<file path="src/rtl/brownout_supervisor.sv">
// brownout_supervisor
// Digital side of the brown-out detector. It drives the macro's enable and trip
// codes. It synchronises and debounces the macro's asynchronous flags. It holds
// the system in reset through a brown-out and keeps sticky status plus a
// saturating event count for firmware.
// Optional build macro: BROWNOUT_VUNDER_RESET_EN.
// When defined, a debounced undervoltage flag also forces a brown-out, and
// recovery additionally needs vunder low.
module brownout_supervisor #(
    parameter int SYNC_STAGES     = 2,
    parameter int DEBOUNCE_CYCLES = 8,
    parameter int ARM_CYCLES      = 64,
    parameter int HOLD_CYCLES     = 1024,
    parameter int CNT_W           = 8
) (
    input  logic             clk,
    input  logic             resetb,
    input  logic             cfg_ena,
    input  logic [2:0]       cfg_otrip,
    input  logic [2:0]       cfg_vtrip,
    input  logic             status_clr,
    input  logic             outb,
    input  logic             vunder,
    input  logic             timed_out,
    output logic             ena,
    output logic [2:0]       otrip,
    output logic [2:0]       vtrip,
    output logic             sys_resetb,
    output logic             bo_irq,
    output logic             bo_sticky,
    output logic             vu_sticky,
    output logic             to_sticky,
    output logic [CNT_W-1:0] bo_count,
    output logic             armed
);

    // A single flop cannot resolve metastability, so never build fewer than two stages.
    localparam int STAGES = (SYNC_STAGES < 2) ? 2 : SYNC_STAGES;
    localparam int DEB_W  = $clog2(DEBOUNCE_CYCLES + 1);
    localparam int ARM_W  = $clog2(ARM_CYCLES + 1);
    localparam int HOLD_W = $clog2(HOLD_CYCLES + 1);

    localparam logic [DEB_W-1:0]  DEB_LAST  = DEB_W'(DEBOUNCE_CYCLES - 1);
    localparam logic [ARM_W-1:0]  ARM_LAST  = ARM_W'(ARM_CYCLES - 1);
    localparam logic [HOLD_W-1:0] HOLD_LAST = HOLD_W'(HOLD_CYCLES - 1);
    localparam logic [CNT_W-1:0]  CNT_MAX   = {CNT_W{1'b1}};

    // Bit order of the synchroniser word is {timed_out, vunder, outb}.
    // The idle pattern is the inactive level of each flag.
    localparam logic [2:0] SYNC_IDLE = 3'b001;

    typedef enum logic [2:0] {
        DISABLED = 3'd0,
        ARMING   = 3'd1,
        MONITOR  = 3'd2,
        BROWNOUT = 3'd3,
        RECOVER  = 3'd4
    } state_t;

    state_t            state_reg, state_next;
    logic [DEB_W-1:0]  deb_reg, deb_next;
    logic [ARM_W-1:0]  arm_reg, arm_next;
    logic [HOLD_W-1:0] hold_reg, hold_next;
    logic              bo_event;
    logic              load_trip;
    logic              mon_trip;
    logic              clean;

    logic              ena_reg, sys_resetb_reg, armed_reg, bo_irq_reg;
    logic [2:0]        otrip_reg, vtrip_reg;
    logic              bo_sticky_reg, vu_sticky_reg, to_sticky_reg;
    logic [CNT_W-1:0]  bo_count_reg;

    logic [2:0]        sync_now;
    logic              outb_s, vunder_s, timed_out_s;

    // ------------------------------------------------------------------
    // Input synchronisers: one 3-bit stage per generate iteration
    // ------------------------------------------------------------------
    genvar gi;
    generate
        for (gi = 0; gi < STAGES; gi++) begin : g_sync
            logic [2:0] q_reg;
            logic [2:0] d;
            if (gi == 0) begin : g_in
                assign d = {timed_out, vunder, outb};
            end else begin : g_chain
                assign d = g_sync[gi-1].q_reg;
            end
            // Shift stage, preset to the inactive level of each flag.
            always_ff @(posedge clk or negedge resetb) begin
                if (!resetb) q_reg <= SYNC_IDLE;
                else         q_reg <= d;
            end
        end
    endgenerate

    assign sync_now    = g_sync[STAGES-1].q_reg;
    assign outb_s      = sync_now[0];
    assign vunder_s    = sync_now[1];
    assign timed_out_s = sync_now[2];

`ifdef BROWNOUT_VUNDER_RESET_EN
    logic [DEB_W-1:0] vu_reg, vu_next;
    // Supply is healthy only when the detector is high and undervoltage is clear.
    assign clean    = outb_s & ~vunder_s;
    assign mon_trip = (!outb_s && deb_reg == DEB_LAST) || (vunder_s && vu_reg == DEB_LAST);
`else
    // Supply is healthy whenever the detector output is high.
    assign clean    = outb_s;
    assign mon_trip = !outb_s && deb_reg == DEB_LAST;
`endif

    // ------------------------------------------------------------------
    // FSM next-state, counter updates and event decode
    // ------------------------------------------------------------------
    always_comb begin
        state_next = state_reg;
        deb_next   = deb_reg;
        arm_next   = arm_reg;
        hold_next  = hold_reg;
`ifdef BROWNOUT_VUNDER_RESET_EN
        vu_next    = vu_reg;
`endif
        bo_event   = 1'b0;
        load_trip  = 1'b0;
        case (state_reg)
            DISABLED: begin
                if (cfg_ena) begin
                    state_next = ARMING;
                    arm_next   = '0;
                    load_trip  = 1'b1;
                end
            end
            ARMING: begin
                // The detector output is not trusted here; only the settle timer runs.
                if (!cfg_ena) begin
                    state_next = DISABLED;
                end else if (arm_reg == ARM_LAST) begin
                    state_next = MONITOR;
                    deb_next   = '0;
`ifdef BROWNOUT_VUNDER_RESET_EN
                    vu_next    = '0;
`endif
                end else begin
                    arm_next = arm_reg + 1'b1;
                end
            end
            MONITOR: begin
                if (!cfg_ena) begin
                    state_next = DISABLED;
                end else begin
                    deb_next = outb_s ? '0 : deb_reg + 1'b1;
`ifdef BROWNOUT_VUNDER_RESET_EN
                    vu_next  = vunder_s ? vu_reg + 1'b1 : '0;
`endif
                    if (mon_trip) begin
                        state_next = BROWNOUT;
                        deb_next   = '0;
                        bo_event   = 1'b1;
                    end
                end
            end
            BROWNOUT: begin
                // Count consecutive healthy samples; any dip restarts the count.
                deb_next = clean ? deb_reg + 1'b1 : '0;
                if (clean && deb_reg == DEB_LAST) begin
                    state_next = RECOVER;
                    deb_next   = '0;
                    hold_next  = '0;
                end
            end
            RECOVER: begin
                // A dip during the hold wins over the terminal count. It is the
                // same event, so it raises no new irq and adds no count.
                if (!clean) begin
                    state_next = BROWNOUT;
                    deb_next   = '0;
                end else if (hold_reg == HOLD_LAST) begin
                    state_next = cfg_ena ? MONITOR : DISABLED;
                    deb_next   = '0;
`ifdef BROWNOUT_VUNDER_RESET_EN
                    vu_next    = '0;
`endif
                end else begin
                    hold_next = hold_reg + 1'b1;
                end
            end
            default: begin
                state_next = DISABLED;
            end
        endcase
    end

    // State and counter registers.
    always_ff @(posedge clk or negedge resetb) begin
        if (!resetb) begin
            state_reg <= DISABLED;
            deb_reg   <= '0;
            arm_reg   <= '0;
            hold_reg  <= '0;
        end else begin
            state_reg <= state_next;
            deb_reg   <= deb_next;
            arm_reg   <= arm_next;
            hold_reg  <= hold_next;
        end
    end

`ifdef BROWNOUT_VUNDER_RESET_EN
    // Undervoltage debounce counter.
    always_ff @(posedge clk or negedge resetb) begin
        if (!resetb) vu_reg <= '0;
        else         vu_reg <= vu_next;
    end
`endif

    // Macro-facing and system outputs, registered from the next state so they change on the transition edge.
    always_ff @(posedge clk or negedge resetb) begin
        if (!resetb) begin
            ena_reg        <= 1'b0;
            sys_resetb_reg <= 1'b1;
            armed_reg      <= 1'b0;
            bo_irq_reg     <= 1'b0;
            otrip_reg      <= 3'd0;
            vtrip_reg      <= 3'd0;
        end else begin
            ena_reg        <= (state_next != DISABLED);
            sys_resetb_reg <= !((state_next == BROWNOUT) || (state_next == RECOVER));
            armed_reg      <= (state_next == MONITOR);
            bo_irq_reg     <= bo_event;
            if (load_trip) begin
                otrip_reg <= cfg_otrip;
                vtrip_reg <= cfg_vtrip;
            end
        end
    end

    // Sticky status and saturating event count; a set on the clear cycle wins.
    always_ff @(posedge clk or negedge resetb) begin
        if (!resetb) begin
            bo_sticky_reg <= 1'b0;
            vu_sticky_reg <= 1'b0;
            to_sticky_reg <= 1'b0;
            bo_count_reg  <= '0;
        end else begin
            if (bo_event)        bo_sticky_reg <= 1'b1;
            else if (status_clr) bo_sticky_reg <= 1'b0;

            if ((state_reg != DISABLED) && vunder_s) vu_sticky_reg <= 1'b1;
            else if (status_clr)                     vu_sticky_reg <= 1'b0;

            if ((state_reg != DISABLED) && timed_out_s) to_sticky_reg <= 1'b1;
            else if (status_clr)                        to_sticky_reg <= 1'b0;

            if (bo_event) begin
                if (status_clr)                  bo_count_reg <= CNT_W'(1);
                else if (bo_count_reg != CNT_MAX) bo_count_reg <= bo_count_reg + 1'b1;
            end else if (status_clr) begin
                bo_count_reg <= '0;
            end
        end
    end

    assign ena        = ena_reg;
    assign otrip      = otrip_reg;
    assign vtrip      = vtrip_reg;
    assign sys_resetb = sys_resetb_reg;
    assign bo_irq     = bo_irq_reg;
    assign bo_sticky  = bo_sticky_reg;
    assign vu_sticky  = vu_sticky_reg;
    assign to_sticky  = to_sticky_reg;
    assign bo_count   = bo_count_reg;
    assign armed      = armed_reg;

endmodule

</file>
<file path="config.mk">
export PLATFORM = sky130hd
export DESIGN_NAME = brownout_supervisor
export DESIGN_NICKNAME = d
export VERILOG_FILES = /design/src/rtl/brownout_supervisor.sv
export SDC_FILE = /design/constraint.sdc
export NUM_CORES = 1
export LEC_CHECK = 0
export ABC_AREA = 1
export BUFFER_PORTS_ARGS = -buffer_cell sky130_fd_sc_hd__buf_2
export CAP_MARGIN = 20
export CORE_MARGIN = 4
export CORE_UTILIZATION = 57
export DETAILED_ROUTE_END_ITERATION = 10
export GPL_ROUTABILITY_DRIVEN = 0
export PLACE_DENSITY = 0.84
export RECOVER_POWER = 100
export SLEW_MARGIN = 20
export SYNTH_ARGS = -nofsm -noshare
export SYNTH_HDL_FRONTEND = slang
export SYNTH_SLANG_ARGS = --single-unit
</file>
<file path="constraint.sdc">
create_clock -name clk -period 2.1 [get_ports clk]
set_clock_uncertainty 0.1 [all_clocks]
set_input_delay 0.21 -clock clk [delete_from_list [all_inputs] [get_ports clk]]
set_output_delay 0.21 -clock clk [all_outputs]
set_load 0.1 [all_outputs]
</file>
# Word level (Yosys, flattened, before mapping)
# Index checks and enable logic that the tools add are counted.
[op_classes]
addsub = 4
eq_ne = 20
n_mux = 41
n_reduce_logical = 21
[ops]
columns = ["cell", "count"]
rows = [
  ["4-bit 2-to-1 mux", 9],
  ["11-bit 2-to-1 mux", 3],
  ["8-bit 2-to-1 mux", 4],
  ["3-bit 2-to-1 mux", 8],
  ["11-bit one-hot mux with 2 select lines", 1],
  ["7-bit 2-to-1 mux", 3],
  ["2-bit inequality test (second input constant)", 8],
  ["4-bit one-hot mux with 4 select lines", 1],
  ["3-bit one-hot mux with 5 select lines", 1],
  ["7-bit one-hot mux with 2 select lines", 1],
  ["3-bit by 2-bit equality test with 1-bit output (second input constant)", 4],
  ["2-bit nonzero test", 6],
  ["11-bit by 1-bit adder with 11-bit output (second input constant)", 1],
  ["11-bit by 10-bit equality test with 1-bit output (second input constant)", 1],
  ["1-bit 2-to-1 mux", 9],
  ["8-bit by 1-bit adder with 8-bit output (second input constant)", 1],
  ["8-bit inequality test (second input constant)", 1],
  ["4-bit AND reduction", 2],
  ["7-bit by 1-bit adder with 7-bit output (second input constant)", 1],
  ["7-bit by 6-bit equality test with 1-bit output (second input constant)", 1],
  ["3-bit equality test (second input constant)", 2],
  ["3-bit nonzero test", 2],
  ["5-bit AND reduction", 1],
  ["4-bit by 1-bit adder with 4-bit output (second input constant)", 1],
  ["10 further kinds", 14],
]
[totals]
regBits = 52
inputBits = 13
output_inout_bits = 21
wordCells = 102

# Logic depth before layout (Yosys ltp)
[logic_depth]
word_depth = 8
mapped_depth = 11
depth_no_buf = 11

# Worst setup path before layout
# No wires, ideal clock.
[synth_path]
path_kind = "register to register"
start = "reg bo_count_reg[0] (netlist: bo_count[0])"
end = "reg bo_count_reg[7] (netlist: bo_count[7])"
setup_time_ps = 74
arrival_ps = 2230
slack_ps = -304
path_stages_with_launch = 12
path_cell_list = "dfrtp_1 -> ha_1 -> nand3_1 -> nor2_1 -> nand2_1 -> nor2_1 -> nand2_1 -> nand2_2 -> nand2_4 -> inv_4 -> nand2_1 -> o21ai_2"
[synth_between]
elab_chain_len = 4
[synth_rtl]
columns = ["element", "line_no", "source"]
rows = [
  ["start: declaration", "72", "logic [CNT_W-1:0] bo_count_reg;"],
  ["start signal: assignment", "258", "else if (bo_count_reg != CNT_MAX) bo_count_reg <= bo_count_reg + 1'b1;"],
  ["8-bit by 1-bit adder with 8-bit output", "258", ""],
  ["8-bit 2-to-1 mux", "258", ""],
  ["8-bit 2-to-1 mux", "257", "if (status_clr) bo_count_reg <= CNT_W'(1);"],
  ["8-bit 2-to-1 mux", "256", "if (bo_event) begin"],
]
# Several ways; a longest one is shown, not always the timed one. The select of a mux whose other input is x is not followed.
# A chain may end at the register's enable or synchronous reset.

# Final worst setup path
[layout_path]
start = "reg state_reg[1]"
end = "reg arm_reg[6]"
[layout_between]
elab_chain_len = 3
[layout_rtl]
columns = ["element", "line_no", "source"]
rows = [
  ["start: declaration", "60", "state_t state_reg, state_next;"],
  ["start signal: assignment", "203", "state_reg <= state_next;"],
  ["3-bit by 1-bit equality test with 1-bit output / 3-bit zero test (equally long branches)", "127", "case (state_reg)"],
  ["2-bit inequality test (no line) / 2-bit nonzero test (equally long branches)", "-", ""],
  ["4-bit AND reduction (no line)", "-", ""],
  ["end signal: assignment", "205", "arm_reg <= arm_next;"],
  ["end: declaration", "62", "logic [ARM_W-1:0] arm_reg, arm_next;"],
]
# Several ways; a longest one is shown, not always the timed one.

==> qor.yml <==
layout:
  fin_cells: 422
  regArea_um2: 1310
  nets: 386
  antenna_cells: 0
  finish.utilization_pct: 69.40
  multi_input_area_um2: 1187
  final_common_cell: "nand2_1"
  area_delta_synth_final_pct: 15.19
  mostFrequentLayoutCells: "nand2_1, dfrtp_1, inv_1"
  drive_gt1_share_pct: 18.38
  largest_reg_flops: 11
  design_area_um2: 3084
  nFillCells: 375
cts:
  cts_buffers: 5
  cts_root_buf: "clkbuf_8"
  cts_tree: "yes"
  clk_latency_ns: 0.31
  post_cts_buffers: 0
  clockBufferDepth: 2
  htree_levels: 2
  cts.sinks: 52
  clk_pin_slew_worst_paths_ns: 0.09
die:
  core_um2: 4444
  die_w_um: 76.54
  dieArea_um2: 5858
  ioPinCount: 34
  initial_core_util_pct: 60.25
  die-height_um: 76.54
  row_count: 24
placement:
  hpwlAfterDp_mm: 3.916
  place_inst: 404
  place_area_um2: 2903
  portBuffers: 33
global_routing:
  grt_pass1_vias: 2202
  grt_remaining_overflow: 0
  grt_max_degree: 33
  grt_pass1_wl_mm: 9.811
  antenna_found_initial: 0
  grt_usage_pct: 20.51
synthesis:
  synth_area_leaders: "dfrtp_1, nand2_1, nand3_1, inv_1, nand4_1"
  yosys_warnings: 0
  synth_nets: 338
  synth.avg_cell_area_um2: 8.341
  synth-seq-cells: 52
  yosys.area.top_type: "dfrtp_1"
  synth_seq_area_share_pct: 48.74
  syn_inst: 321
  synth_top_area_share_pct: 45.79
  synth_area_um2: 2678
  synth_cell_types: 33
setup_path:
  cp_cell_sequence: "nor2_2 > nand2_1 > nor2_4 > inv_1 > nand2_2 > nand3_1 > o21ai_0"
  max_stage_delay_ns: 0.46
  crit_buf_inv: 1
  worstPathArrival_ns: 1.99
  crit_family: "simple AND/OR/NAND/NOR gates"
  start_kind: "flop"
  critical_path_required_ns: 2.22
  cp-end-kind: "flop"
  path_class: "flop to flop"
  worst-path-max-fanout: 15
  reg2reg_slack_ns: 0.23
  cp_slowest_cell: "dfrtp_1"
power:
  finalPower_uw: 2225
  pwr-share-comb_pct: 19.2
  leakagePower_uw: 0.001492
  irDropWorstVdd_mv: 0.6020
  p_sw_uw: 704.9
  p_sw_share_pct: 31.68
  p_clk_share_pct: 31.8
  seqPwrFrac_pct: 49.0
  p_int_uw: 1520
  powerDensity_nw_per_um2: 721.3
status:
  status: "complete, no violations"
hold_path:
  hold_path_class: "primary input to flop"
sta:
  fin_crit_ns: 1.867
  setup_violations: 0
  slew_viol_final: 0
  relSlewSlack_pct: 22.19
  setup_tns_ns: 0
  rsz0062_at_grt: "no"
  max_freq_mhz: 535.7
  tightest_slew_ns: 1.172
  period_share_pct: 88.90
  hold_viol_final: 0
detailed_routing:
  wirelength_mm: 5.379
  first_pass_iters: 4
  dr_wl_met2_mm: 2.554
  drcViolationCount: 0
  met3_wirelength_um: 252
  detail-route-antenna-nets: 0
  wire_per_inst_um: 12.75
  top_layer_used: "met4"
  avgViaCountPerCell: 5.363
  drt_iter0_markers: 117
  vias: 2263
  wl_met1_mm: 2.503
flow_run:
  maxCapViolCount: 0
[cell type report]
type                    count  area share, %
clock buffers               6          2.677
clock inverters             2          1.258
inverters                  35          4.422
multi-input cells         230          38.50
flip-flops and latches     52          42.47
well taps                  52          2.110
repair buffers             45          8.560
[worst register-to-register path, cell delays in order, from the launching register on]
cell and delay [ns]:
dfrtp_1 0.46, nor2_2 0.18, nand2_1 0.16, nor2_4 0.21
inv_1 0.26, nand2_2 0.22, nand3_1 0.10, o21ai_0 0.09
[kinds of logic after synthesis]
group	synth area share, %
adders and majority gates	1.869
xor gates and xnor gates	2.944
DFF	48.74
buffers and inverters	6.075
AOI/OAI and AO/OA	7.477
and+or+nand+nor	32.52
muxes	0.3738
[metal layers]
| metal | vias to the layer above | GRT usage, % |
|---|---|---|
| met5 | - | 0 |
| met4 | 0 | 5.616 |
| met3 | 7 | 4.610 |
| met2 | 65 | 33.30 |
| met1 | 1047 | 27.71 |
| li1 | 1144 | - |
[cell usage after synthesis (all sizes together)]
cell	count
nand2	100
dfrtp	49
inv	34
nand3	30
nor2	30
o21ai	23
nand4	15
xor2	8
a21oi	5
nor3	5
buf	4
ha	4
a22o	3
dfstp	3
o31ai	2
a21boi	1
clkinv	1
mux2i	1
nor3b	1
or2	1
xnor2	1
[what timing repair did]
item / CTS / global route
hold buffers: 10 / 0
gates resized for setup: 0 / 0
endpoints found under the hold margin: 36 / 0
[metrics by stage]
| step | worst slack, ns | hold slack [ns] |
|---|---|---|
| 6_report | 0.2332 | 0.1175 |
| 5_1_grt | 0.05723 | 0.1448 |
| 4_1_cts | 0.3012 | 0.1111 |
| 3_5_place_dp | 0.3251 | 0.2070 |
| 3_3_place_gp | 0.3733 | 0.1966 |
| 2_1_floorplan | 0.02839 | -0.1856 |
[final timing paths]
check	startpoint	endpoint	cells past startpoint
worst max-delay path	state_reg[1]$_DFF_PN0_	arm_reg[6]$_DFFE_PN0P_	7
worst min-delay path	status_clr	bo_count[5]$_DFFE_PN0P_	4
worst max register to register	state_reg[1]$_DFF_PN0_	arm_reg[6]$_DFFE_PN0P_	7
worst min register to register	g_sync[0].q_reg[1]$_DFF_PN0_	g_sync[1].q_reg[1]$_DFF_PN0_	0
max in group asynchronous	resetb	arm_reg[1]$_DFFE_PN0P_	3
min in group asynchronous	resetb	bo_count[6]$_DFFE_PN0P_	2
[power by group through the flow]
stage	combinational, uW	clock [uW]	sequential (uW)
after floorplan	109	0	1320
after global placement	416	0	1110
after detailed placement	420	0	1110
after CTS	437	727	1090
after global routing	455	770	1100
final	426	708	1090
Note: power is estimated with default switching activity, not from simulation.
